==> config.mk <==
export PLATFORM = sky130hd
export DESIGN_NAME = branch_ctrl_flat
export DESIGN_NICKNAME = d
export VERILOG_FILES = /design/src/rtl/branch_ctrl_if.sv /design/src/rtl/branch_ctrl.sv /design/src/flat_wrapper.sv
export SDC_FILE = /design/constraint.sdc
export NUM_CORES = 1
export LEC_CHECK = 0
export ABC_AREA = 1
export BUFFER_PORTS_ARGS = -buffer_cell sky130_fd_sc_hd__clkbuf_2
export CORE_ASPECT_RATIO = 0.8
export CORE_MARGIN = 3
export CORE_UTILIZATION = 45
export CTS_BUF_LIST = sky130_fd_sc_hd__clkbuf_4 sky130_fd_sc_hd__clkbuf_8
export DETAILED_ROUTE_END_ITERATION = 12
export GPL_TIMING_DRIVEN = 0
export MAX_ROUTING_LAYER = met4
export PLACE_DENSITY = 0.76
export SLEW_MARGIN = 20
export SYNTH_ARGS = -nofsm -noshare
export SYNTH_HDL_FRONTEND = slang
export SYNTH_SLANG_ARGS = --single-unit
==> constraint.sdc <==
create_clock -name clk -period 2.77 [get_ports clk]
set_clock_uncertainty 0.2 [all_clocks]
set_input_delay 0.277 -clock clk [delete_from_list [all_inputs] [get_ports clk]]
set_output_delay 0.277 -clock clk [all_outputs]
set_load 0.05 [all_outputs]
==> src/rtl/branch_ctrl_if.sv <==
// branch_ctrl_if: request, comparator, redirect and completion signals of branch_ctrl
interface branch_ctrl_if #(parameter int CNT_WIDTH = 16);
    logic                 req_valid, req_ready, req_jump, req_jalr, req_pred_taken;
    logic [2:0]           req_func;
    logic [31:0]          req_pc, req_imm, req_rs1, req_rs2;
    logic [31:0]          cmp_a, cmp_b;
    logic [2:0]           cmp_func;
    logic                 cmp_result;
    logic                 redirect_valid, redirect_ready;
    logic [31:0]          redirect_pc;
    logic                 done_valid, done_taken, done_misalign;
    logic [31:0]          done_link;
    logic                 flush;
    logic [CNT_WIDTH-1:0] mispredict_count;
    modport master (
        output req_valid, req_func, req_jump, req_jalr, req_pc, req_imm, req_rs1, req_rs2,
               req_pred_taken, cmp_result, redirect_ready, flush,
        input  req_ready, cmp_a, cmp_b, cmp_func, redirect_valid, redirect_pc,
               done_valid, done_taken, done_link, done_misalign, mispredict_count
    );
    modport slave (
        input  req_valid, req_func, req_jump, req_jalr, req_pc, req_imm, req_rs1, req_rs2,
               req_pred_taken, cmp_result, redirect_ready, flush,
        output req_ready, cmp_a, cmp_b, cmp_func, redirect_valid, redirect_pc,
               done_valid, done_taken, done_link, done_misalign, mispredict_count
    );
endinterface

==> src/rtl/branch_ctrl.sv <==
// branch_ctrl: resolves branches/jumps on a shared comparator, redirects fetch on mispredict
module branch_ctrl #(parameter int CNT_WIDTH = 16) (
    input  logic          clk,
    input  logic          reset_n,
    branch_ctrl_if.slave  bus
);
    typedef enum logic [1:0] {IDLE, COMPARE, REDIRECT} state_t;
    state_t               state, next;
    logic [31:0]          pc, imm, rs1, rs2, target, link;
    logic [2:0]           func;
    logic                 jump, jalr, pred, taken_q, taken, misalign, accept;
    logic [CNT_WIDTH-1:0] count;
    assign accept    = (state == IDLE) & bus.req_valid & ~bus.flush;
    assign taken     = jump | bus.cmp_result;
    assign target    = jalr ? ((rs1 + imm) & ~32'd1) : pc + imm;
    assign link      = pc + 32'd4;
    assign misalign  = taken & target[1];
    assign bus.req_ready        = (state == IDLE) & ~bus.flush;
    assign bus.cmp_a            = (state == COMPARE) ? rs1 : '0;
    assign bus.cmp_b            = (state == COMPARE) ? rs2 : '0;
    assign bus.cmp_func         = (state == COMPARE) ? func : '0;
    assign bus.redirect_valid   = (state == REDIRECT) & ~bus.flush;
    assign bus.redirect_pc      = (state == REDIRECT) ? (taken_q ? target : link) : '0;
    assign bus.mispredict_count = count;
    always_ff @(posedge clk or negedge reset_n)
        if (!reset_n) state <= IDLE;
        else          state <= next;
    always_ff @(posedge clk or negedge reset_n) begin
        if (!reset_n) begin
            {pc, imm, rs1, rs2, func, jump, jalr, pred, taken_q} <= '0;
            count <= '0;
        end else begin
            if (accept) begin
                pc   <= bus.req_pc;
                imm  <= bus.req_imm;
                rs1  <= bus.req_rs1;
                rs2  <= bus.req_rs2;
                func <= bus.req_func;
                jump <= bus.req_jump;
                jalr <= bus.req_jalr;
                pred <= bus.req_pred_taken;
            end
            if (state == COMPARE) taken_q <= taken;
            if (state == COMPARE && next == REDIRECT && count != '1) count <= count + 1'b1;
        end
    end
    always_comb begin
        next              = state;
        bus.done_valid    = 1'b0;
        bus.done_taken    = 1'b0;
        bus.done_link     = '0;
        bus.done_misalign = 1'b0;
        case (state)
            IDLE: next = accept ? COMPARE : IDLE;
            COMPARE:
                if (bus.flush) next = IDLE;
                else if (misalign || taken == pred) begin
                    bus.done_valid    = 1'b1;
                    bus.done_taken    = taken;
                    bus.done_link     = link;
                    bus.done_misalign = misalign;
                    next              = IDLE;
                end else next = REDIRECT;
            REDIRECT:
                if (bus.flush) next = IDLE;
                else if (bus.redirect_ready) begin
                    bus.done_valid = 1'b1;
                    bus.done_taken = taken_q;
                    bus.done_link  = link;
                    next           = IDLE;
                end
            default: next = IDLE;
        endcase
    end
endmodule

==> src/flat_wrapper.sv <==
// flat-port wrapper written by rule: the top's interface ports become plain ports
module branch_ctrl_flat 
#(parameter int CNT_WIDTH = 16)
  (clk, reset_n, bus_req_valid, bus_req_func, bus_req_jump, bus_req_jalr, bus_req_pc, bus_req_imm, bus_req_rs1, bus_req_rs2, bus_req_pred_taken, bus_cmp_result, bus_redirect_ready, bus_flush, bus_req_ready, bus_cmp_a, bus_cmp_b, bus_cmp_func, bus_redirect_valid, bus_redirect_pc, bus_done_valid, bus_done_taken, bus_done_link, bus_done_misalign, bus_mispredict_count);
  branch_ctrl_if #(.CNT_WIDTH(CNT_WIDTH)) bus_i ();
  input  logic clk;
  input  logic reset_n;
  input wire logic [$bits(bus_i.req_valid)-1:0] bus_req_valid;
  input wire logic [$bits(bus_i.req_func)-1:0] bus_req_func;
  input wire logic [$bits(bus_i.req_jump)-1:0] bus_req_jump;
  input wire logic [$bits(bus_i.req_jalr)-1:0] bus_req_jalr;
  input wire logic [$bits(bus_i.req_pc)-1:0] bus_req_pc;
  input wire logic [$bits(bus_i.req_imm)-1:0] bus_req_imm;
  input wire logic [$bits(bus_i.req_rs1)-1:0] bus_req_rs1;
  input wire logic [$bits(bus_i.req_rs2)-1:0] bus_req_rs2;
  input wire logic [$bits(bus_i.req_pred_taken)-1:0] bus_req_pred_taken;
  input wire logic [$bits(bus_i.cmp_result)-1:0] bus_cmp_result;
  input wire logic [$bits(bus_i.redirect_ready)-1:0] bus_redirect_ready;
  input wire logic [$bits(bus_i.flush)-1:0] bus_flush;
  output wire logic [$bits(bus_i.req_ready)-1:0] bus_req_ready;
  output wire logic [$bits(bus_i.cmp_a)-1:0] bus_cmp_a;
  output wire logic [$bits(bus_i.cmp_b)-1:0] bus_cmp_b;
  output wire logic [$bits(bus_i.cmp_func)-1:0] bus_cmp_func;
  output wire logic [$bits(bus_i.redirect_valid)-1:0] bus_redirect_valid;
  output wire logic [$bits(bus_i.redirect_pc)-1:0] bus_redirect_pc;
  output wire logic [$bits(bus_i.done_valid)-1:0] bus_done_valid;
  output wire logic [$bits(bus_i.done_taken)-1:0] bus_done_taken;
  output wire logic [$bits(bus_i.done_link)-1:0] bus_done_link;
  output wire logic [$bits(bus_i.done_misalign)-1:0] bus_done_misalign;
  output wire logic [$bits(bus_i.mispredict_count)-1:0] bus_mispredict_count;
  assign bus_i.req_valid = bus_req_valid;
  assign bus_i.req_func = bus_req_func;
  assign bus_i.req_jump = bus_req_jump;
  assign bus_i.req_jalr = bus_req_jalr;
  assign bus_i.req_pc = bus_req_pc;
  assign bus_i.req_imm = bus_req_imm;
  assign bus_i.req_rs1 = bus_req_rs1;
  assign bus_i.req_rs2 = bus_req_rs2;
  assign bus_i.req_pred_taken = bus_req_pred_taken;
  assign bus_i.cmp_result = bus_cmp_result;
  assign bus_i.redirect_ready = bus_redirect_ready;
  assign bus_i.flush = bus_flush;
  assign bus_req_ready = bus_i.req_ready;
  assign bus_cmp_a = bus_i.cmp_a;
  assign bus_cmp_b = bus_i.cmp_b;
  assign bus_cmp_func = bus_i.cmp_func;
  assign bus_redirect_valid = bus_i.redirect_valid;
  assign bus_redirect_pc = bus_i.redirect_pc;
  assign bus_done_valid = bus_i.done_valid;
  assign bus_done_taken = bus_i.done_taken;
  assign bus_done_link = bus_i.done_link;
  assign bus_done_misalign = bus_i.done_misalign;
  assign bus_mispredict_count = bus_i.mispredict_count;
  branch_ctrl #(.CNT_WIDTH(CNT_WIDTH)) u_core (.clk(clk), .reset_n(reset_n), .bus(bus_i));
endmodule
# Yosys cells after proc, flatten, opt, wreduce, memory -nomap -nowiden

Cells that the tools add are included.

$add $sub $neg: 4
Multipliers: 0
Divide/modulo/power cells: 0
Order comparisons: 0
Equality and inequality tests: 5
Shifts and indexed selects: 0
Muxes and demuxes: 30
Bitwise gates (word level): 7
Reduce and logical (&&, ||, !) cells: 4

Operators with widths:

| cell                                                 | number |
|---|---|
| two-way mux 32 bit                                   | 9 |
| adder 32 bit                                         | 2 |
| one-hot mux 32 bit (2 select lines)                  | 1 |
| adder 32 x 3 -> 32 bit (second input constant)       | 1 |
| adder 16 x 1 -> 16 bit (second input constant)       | 1 |
| != test 16 bit (second input constant)               | 1 |
| two-way mux 1 bit                                    | 12 |
| two-way mux 2 bit                                    | 4 |
| one-hot mux 2 bit (3 select lines)                   | 1 |
| AND 1 bit                                            | 5 |
| equality test 2 bit (second input constant)          | 2 |
| one-hot mux 1 bit (2 select lines)                   | 2 |
| two-way mux 3 bit                                    | 1 |
| equality test 2 x 1 -> 1 bit (second input constant) | 1 |
| logical AND 1 bit                                    | 2 |
| zero test 2 bit                                      | 1 |
| equality test 1 bit                                  | 1 |
| logical OR 1 bit                                     | 1 |
| NOT 1 bit                                            | 1 |
| OR 1 bit                                             | 1 |

Bits in registers: 153
Latch bits: 0
Bits in writable memories: 0
ROM bits: 0
Input port bits: 140
Output and inout port bits: 152
Word-level logic and storage cells: 61
Memories: 0

# Longest topological paths before layout

Depth after elaboration: 10
Depth in mapped cells: 15
Gate-level depth less buffers: 15

# Least setup slack after synthesis

OpenSTA, ideal clock, no wires.

Path type: reg2out
Start: register u_core.state[0]
End: output port bus_done_link[0]
Data arrival time: 3293 ps
Required time: 2293 ps
Setup slack: -1000 ps
Stages on the path, launching flop included: 11
Buffers on the path: 2
Cells stage by stage: dfrtp_1 -> inv_1 -> ha_1 -> buf_2 -> inv_2 -> nor2_2 -> nand2_1 -> a21oi_1 -> inv_2 -> buf_2 -> nor2_1

Word-level cells in the longest chain between the ends: 2
Elaborated cells between the ends (all ways): 3
Those cells by class: 2 x eq/ne; 1 x mux

Ends and longest elaborated chain:

| what                                                                       | RTL line           | source |
|---|---|---|
| from (decl)                                                                | branch_ctrl.sv:8   | `state_t state, next;` |
| from (signal assigned)                                                     | branch_ctrl.sv:27  | `else state <= next;` |
| equality test 2 bit / equality test 2 x 1 -> 1 bit (equally long branches) | branch_ctrl.sv:53  | `case (state)` |
| one-hot mux 32 bit (2 select lines) (*)                                    | branch_ctrl.sv:53  |  |
| to (decl)                                                                  | flat_wrapper.sv:28 | `output wire logic [$bits(bus_i.done_link)-1:0] bus_done_link;` |

Every way passes the cells marked *; elsewhere a longest branch is shown, timed or not.

# Final worst setup path

Start: register u_core.imm[0]
End: output port bus_done_link[11]

Word-level cells in the longest chain between the ends: 7
Elaborated cells between the ends (all ways): 8
Those cells by class: 2 x add/sub; 4 x mux; 1 x bitwise; 1 x reduce/logical

Ends and longest elaborated chain:

| what                                    | RTL line          | source |
|---|---|---|
| from (decl)                             | branch_ctrl.sv:9  | `logic [31:0] pc, imm, rs1, rs2, target, link;` |
| from (signal assigned)                  | branch_ctrl.sv:35 | `imm <= bus.req_imm;` |
| adder 32 bit                            | branch_ctrl.sv:15 | `assign target = jalr ? ((rs1 + imm) & ~32'd1) : pc + imm;` |
| two-way mux 32 bit (*)                  | branch_ctrl.sv:15 |  |
| AND 1 bit (*)                           | branch_ctrl.sv:17 | `assign misalign = taken & target[1];` |
| logical OR 1 bit (*)                    | branch_ctrl.sv:57 | `else if (misalign \|\| taken == pred) begin` |
| two-way mux 32 bit (*)                  | branch_ctrl.sv:57 |  |
| two-way mux 32 bit (*)                  | branch_ctrl.sv:56 | `if (bus.flush) next = IDLE;` |
| one-hot mux 32 bit (2 select lines) (*) | branch_ctrl.sv:53 |  |

Marks and branches as above.

==> impl_metrics.toml <==
[sta]
worst_pin_slew_ns = 1.22
fin_crit_ns = 3.44
fin_ws_ns = -0.671
rsz0062_at_grt = "true"
slew_violations = 0
setup_viol = 64
slew_headroom_pct = 18.8
fmax_mhz = 291
hold_viol_final = 0
finalCritPeriodShare_pct = 124

[cells_and_area]
design_area_mm2 = 0.0208
syn2layout_area_growth_pct = 58.3
stdcell_count = 3143
final_util_pct = 73.0
drive_gt1_share_pct = 34.0
fin_nets = 2969
n_antenna_cell = 0

[synthesis]
synth_edf_count = 0
async_flop_share_pct = 100
avgSynthCellArea_um2 = 5.87
synth.top_cell.area_share_pct = 29.9
synth_top_cell_by_area = "nand2_1"
synthTopCellsByCount = "1,049 x nand2_1, 357 x inv_1, 157 x nor2_1, 153 x dfrtp_1, 145 x nand3_1"
syn_inst = 2243
synth.most_common_cell = "nand2_1"
ys.flop_type = "dfrtp_1"
synth_nets = 2452
yosysWarnings = 0
synthesis.area_mm2 = 0.0132
ys_seq_area_share_pct = 29.1
ys_ff_latch = 153
synth_area_leaders = "nand2_1 30%, dfrtp_1 29%, inv_1 10%"
ys_types = 46

[power]
power.leakage_uw = 0.0112
p_comb_share_pct = 59.4
clkPwrFrac_pct = 14.2
swShare_pct = 50.3
power_density_mw_per_mm2 = 593
seqPwrFrac_pct = 26.3
worst_ir_drop_vdd_v = 0.000404
p_sw_uw = 6220
intPower_uw = 6140

[grt]
track_usage_pct = 37.1
grt_pass1_vias = 16300
grt.busiest_layer = "met2"
grt_pass1_wl_um = 89000
overflow = 0
use_met1_pct = 49.5
grt_max_degree = 81
met3_usage_pct = 5.33
antenna_found_initial = 0
met2_usage_pct = 57.9

[detailed_routing]
drc_errors = 0
dr.pass1.iters = 5
vias = 16700
drt-initial-drc-count = 1498
ant_nets = 0
wl_um = 59500
via_per_inst = 5.31
wl_per_cell_um = 18.9

[worst_setup_path]
worstSetupPathType = "reg -> out"
cp_slowest_cell = "dfrtp_2"
critPathBufInv = 4
worstSetupEndpointType = "output pin"
reg2reg_depth = 13
path_delay_family = "adder cells"
crit_path_cell_trace = "ha_4 -> inv_2 -> fa_1 -> nand2_1 -> and2_4 -> nor3_4 -> a21oi_2 -> nand2_2 -> a21oi_4 -> inv_6 -> buf_12 -> nor2_4 -> buf_8"
rrSetupSlack_ns = 0.09
arrival_ns = 2.96
r2r_start = "u_core.imm[0]"
worst_setup_path_start_kind = "flop"
reg2reg_to = "u_core.bus.mispredict_count[5]"
required_ns = 2.29
critPathMaxFanout = 10
cp_slowest_stage_delay_ns = 0.46

[outcome]
failed_checks = "setup timing"
status = "finished with violations"

[clock_network]
clk_pin_slew_ns = 0.11
cts_sinks = 153
cts_root_buffer = "clkbuf_8"
cts_buffers = 17
clockBufferDepth = 2
cts.htree.levels = 4
worstSkewPairLatency_ns = 0.49
cts_tree = "yes"

[floorplan]
dieWidth_um = 197
rows = 55
die_y_um = 159
core_mm2 = 0.0286
dieArea_mm2 = 0.0314
start_util_pct = 46.1
ioPinCount = 292

[hold_path]
hold_path_class = "in -> reg"
min_path_cells = 4
holdCritStartpoint = "bus_flush"
worstHoldEndpoint = "u_core.state[0]"

[placed_design]
dpl_cell_area_mm2 = 0.0155
io_buffers = 291
routabilityCongestion = 0.970
numPlacedInstances = 2905
dp.final_hpwl_um = 41100

[flow_run]
drv_cap = 0
[worst max path at each step]
stage               startpoint  slack [ns]                end  cells past startpoint
4_1_cts          u_core.imm[0]       -0.66   bus_done_link[1]                     13
3_5_place_dp   u_core.state[1]       -0.76     u_core.imm[18]                      8
3_3_place_gp           reset_n       -1.62     u_core.func[0]                      1
2_1_floorplan    u_core.imm[0]       -0.20   bus_done_link[0]                     12
6_report         u_core.imm[0]       -0.67  bus_done_link[11]                     13
5_1_grt          u_core.imm[0]       -0.77  bus_done_link[11]                     13
[cells by family after synthesis]
kind of cell,Yosys count,share of synthesized area (%)
XOR/XNOR,41,2.73
flip-flops,153,29.1
AND/OR/NAND/NOR,1426,43.7
buffers and inverters,426,12.4
adder cells (fa/ha/maj),69,6.67
AO/OA/AOI/OAI,128,5.41
[per-layer routing]
metal	routed length, µm	vias to the layer above
met5	0	-
met4	2560	0
met3	4700	162
met2	27200	848
met1	25000	7833
li1	-	7837
[area by class of cell]
class	instances	area [µm²]
sequential	153	3890
clock buffer	20	256
timing repair buffer	501	4220
inverter	366	1380
clock inverter	12	106
multi-input combinational	1664	10200
tap	370	463
fill	2210	7710
buffer	57	337
[stage by stage]
stage / setup slack (ns) / setup TNS (ns) / hold WS [ns] / power [µW]
final: -0.671 / -32.39 / 0.114 / 12400
after global routing: -0.765 / -39.02 / 0.124 / 13000
after CTS: -0.659 / -29.31 / 0.0947 / 11400
after detailed placement: -0.765 / -66.38 / 0.154 / 7980
after global placement: -1.62 / -297.27 / 0.255 / 7910
after floorplan: -0.197 / -5.42 / -0.219 / 6390
[worst reg2reg max path, cell delays in order, from the launching register on]
cell and delay [ns]:
dfrtp_2 0.43, nand2_1 0.10, fa_1 0.49, nand2_1 0.09, and2_4 0.19, nor3_4 0.14
a21oi_2 0.06, buf_4 0.15, o21a_1 0.19, nor2_4 0.16, nand2_2 0.08, buf_6 0.15
nand2_1 0.10, o21ai_2 0.06
[registers in the layout, indices dropped and copies added, names as in the netlist]
register                     cells
u_core.pred                      1
u_core.rs1                      32
u_core.taken_q                   1
u_core.rs2                      32
u_core.pc                       32
u_core.jalr                      1
u_core.imm                      32
u_core.func                      3
u_core.bus.mispredict_count     16
u_core.state                     2
u_core.jump                      1
[cells in the final DEF, fill, tap and decap left out, types with 22 or more instances in the layout]
cell type,Yosys,routed
a21oi_1,74,31
a21oi_2,3,34
buf_4,2,58
buf_8,0,32
clkbuf_1,38,22
clkbuf_2,0,213
clkbuf_4,0,24
clkbuf_8,0,43
dfrtp_1,153,105
dfrtp_2,0,48
dlygate4sd3_1,0,137
ha_4,0,57
inv_1,357,329
inv_2,8,35
nand2_1,1049,923
nand2_2,4,102
nand2_4,0,27
nand3_1,145,73
nand3_2,2,63
nor2_1,157,84
nor2_2,2,28
nor2_4,3,50
o21ai_0,30,23
[power groups by stage]
stage	Sequential (µW)	Clock [µW]	Combinational (µW)
finish	3260	1760	7350
global route	3270	1840	7900
CTS	3230	1750	6430
detailed placement	3130	0	4860
global placement	3120	0	4790
floorplan	2920	0	3480
[timing repair]
item | in CTS | in global routing
pin swaps | 90 | 114
resized for setup | 544 | 231
setup endpoints to repair | 268 | 151
setup buffers | 45 | 27
gates cloned | 1 | 0
hold buffers | 137 | 0
endpoints found under the hold margin | 209 | 0
No activity file was read; power rests on OpenSTA's default activity.
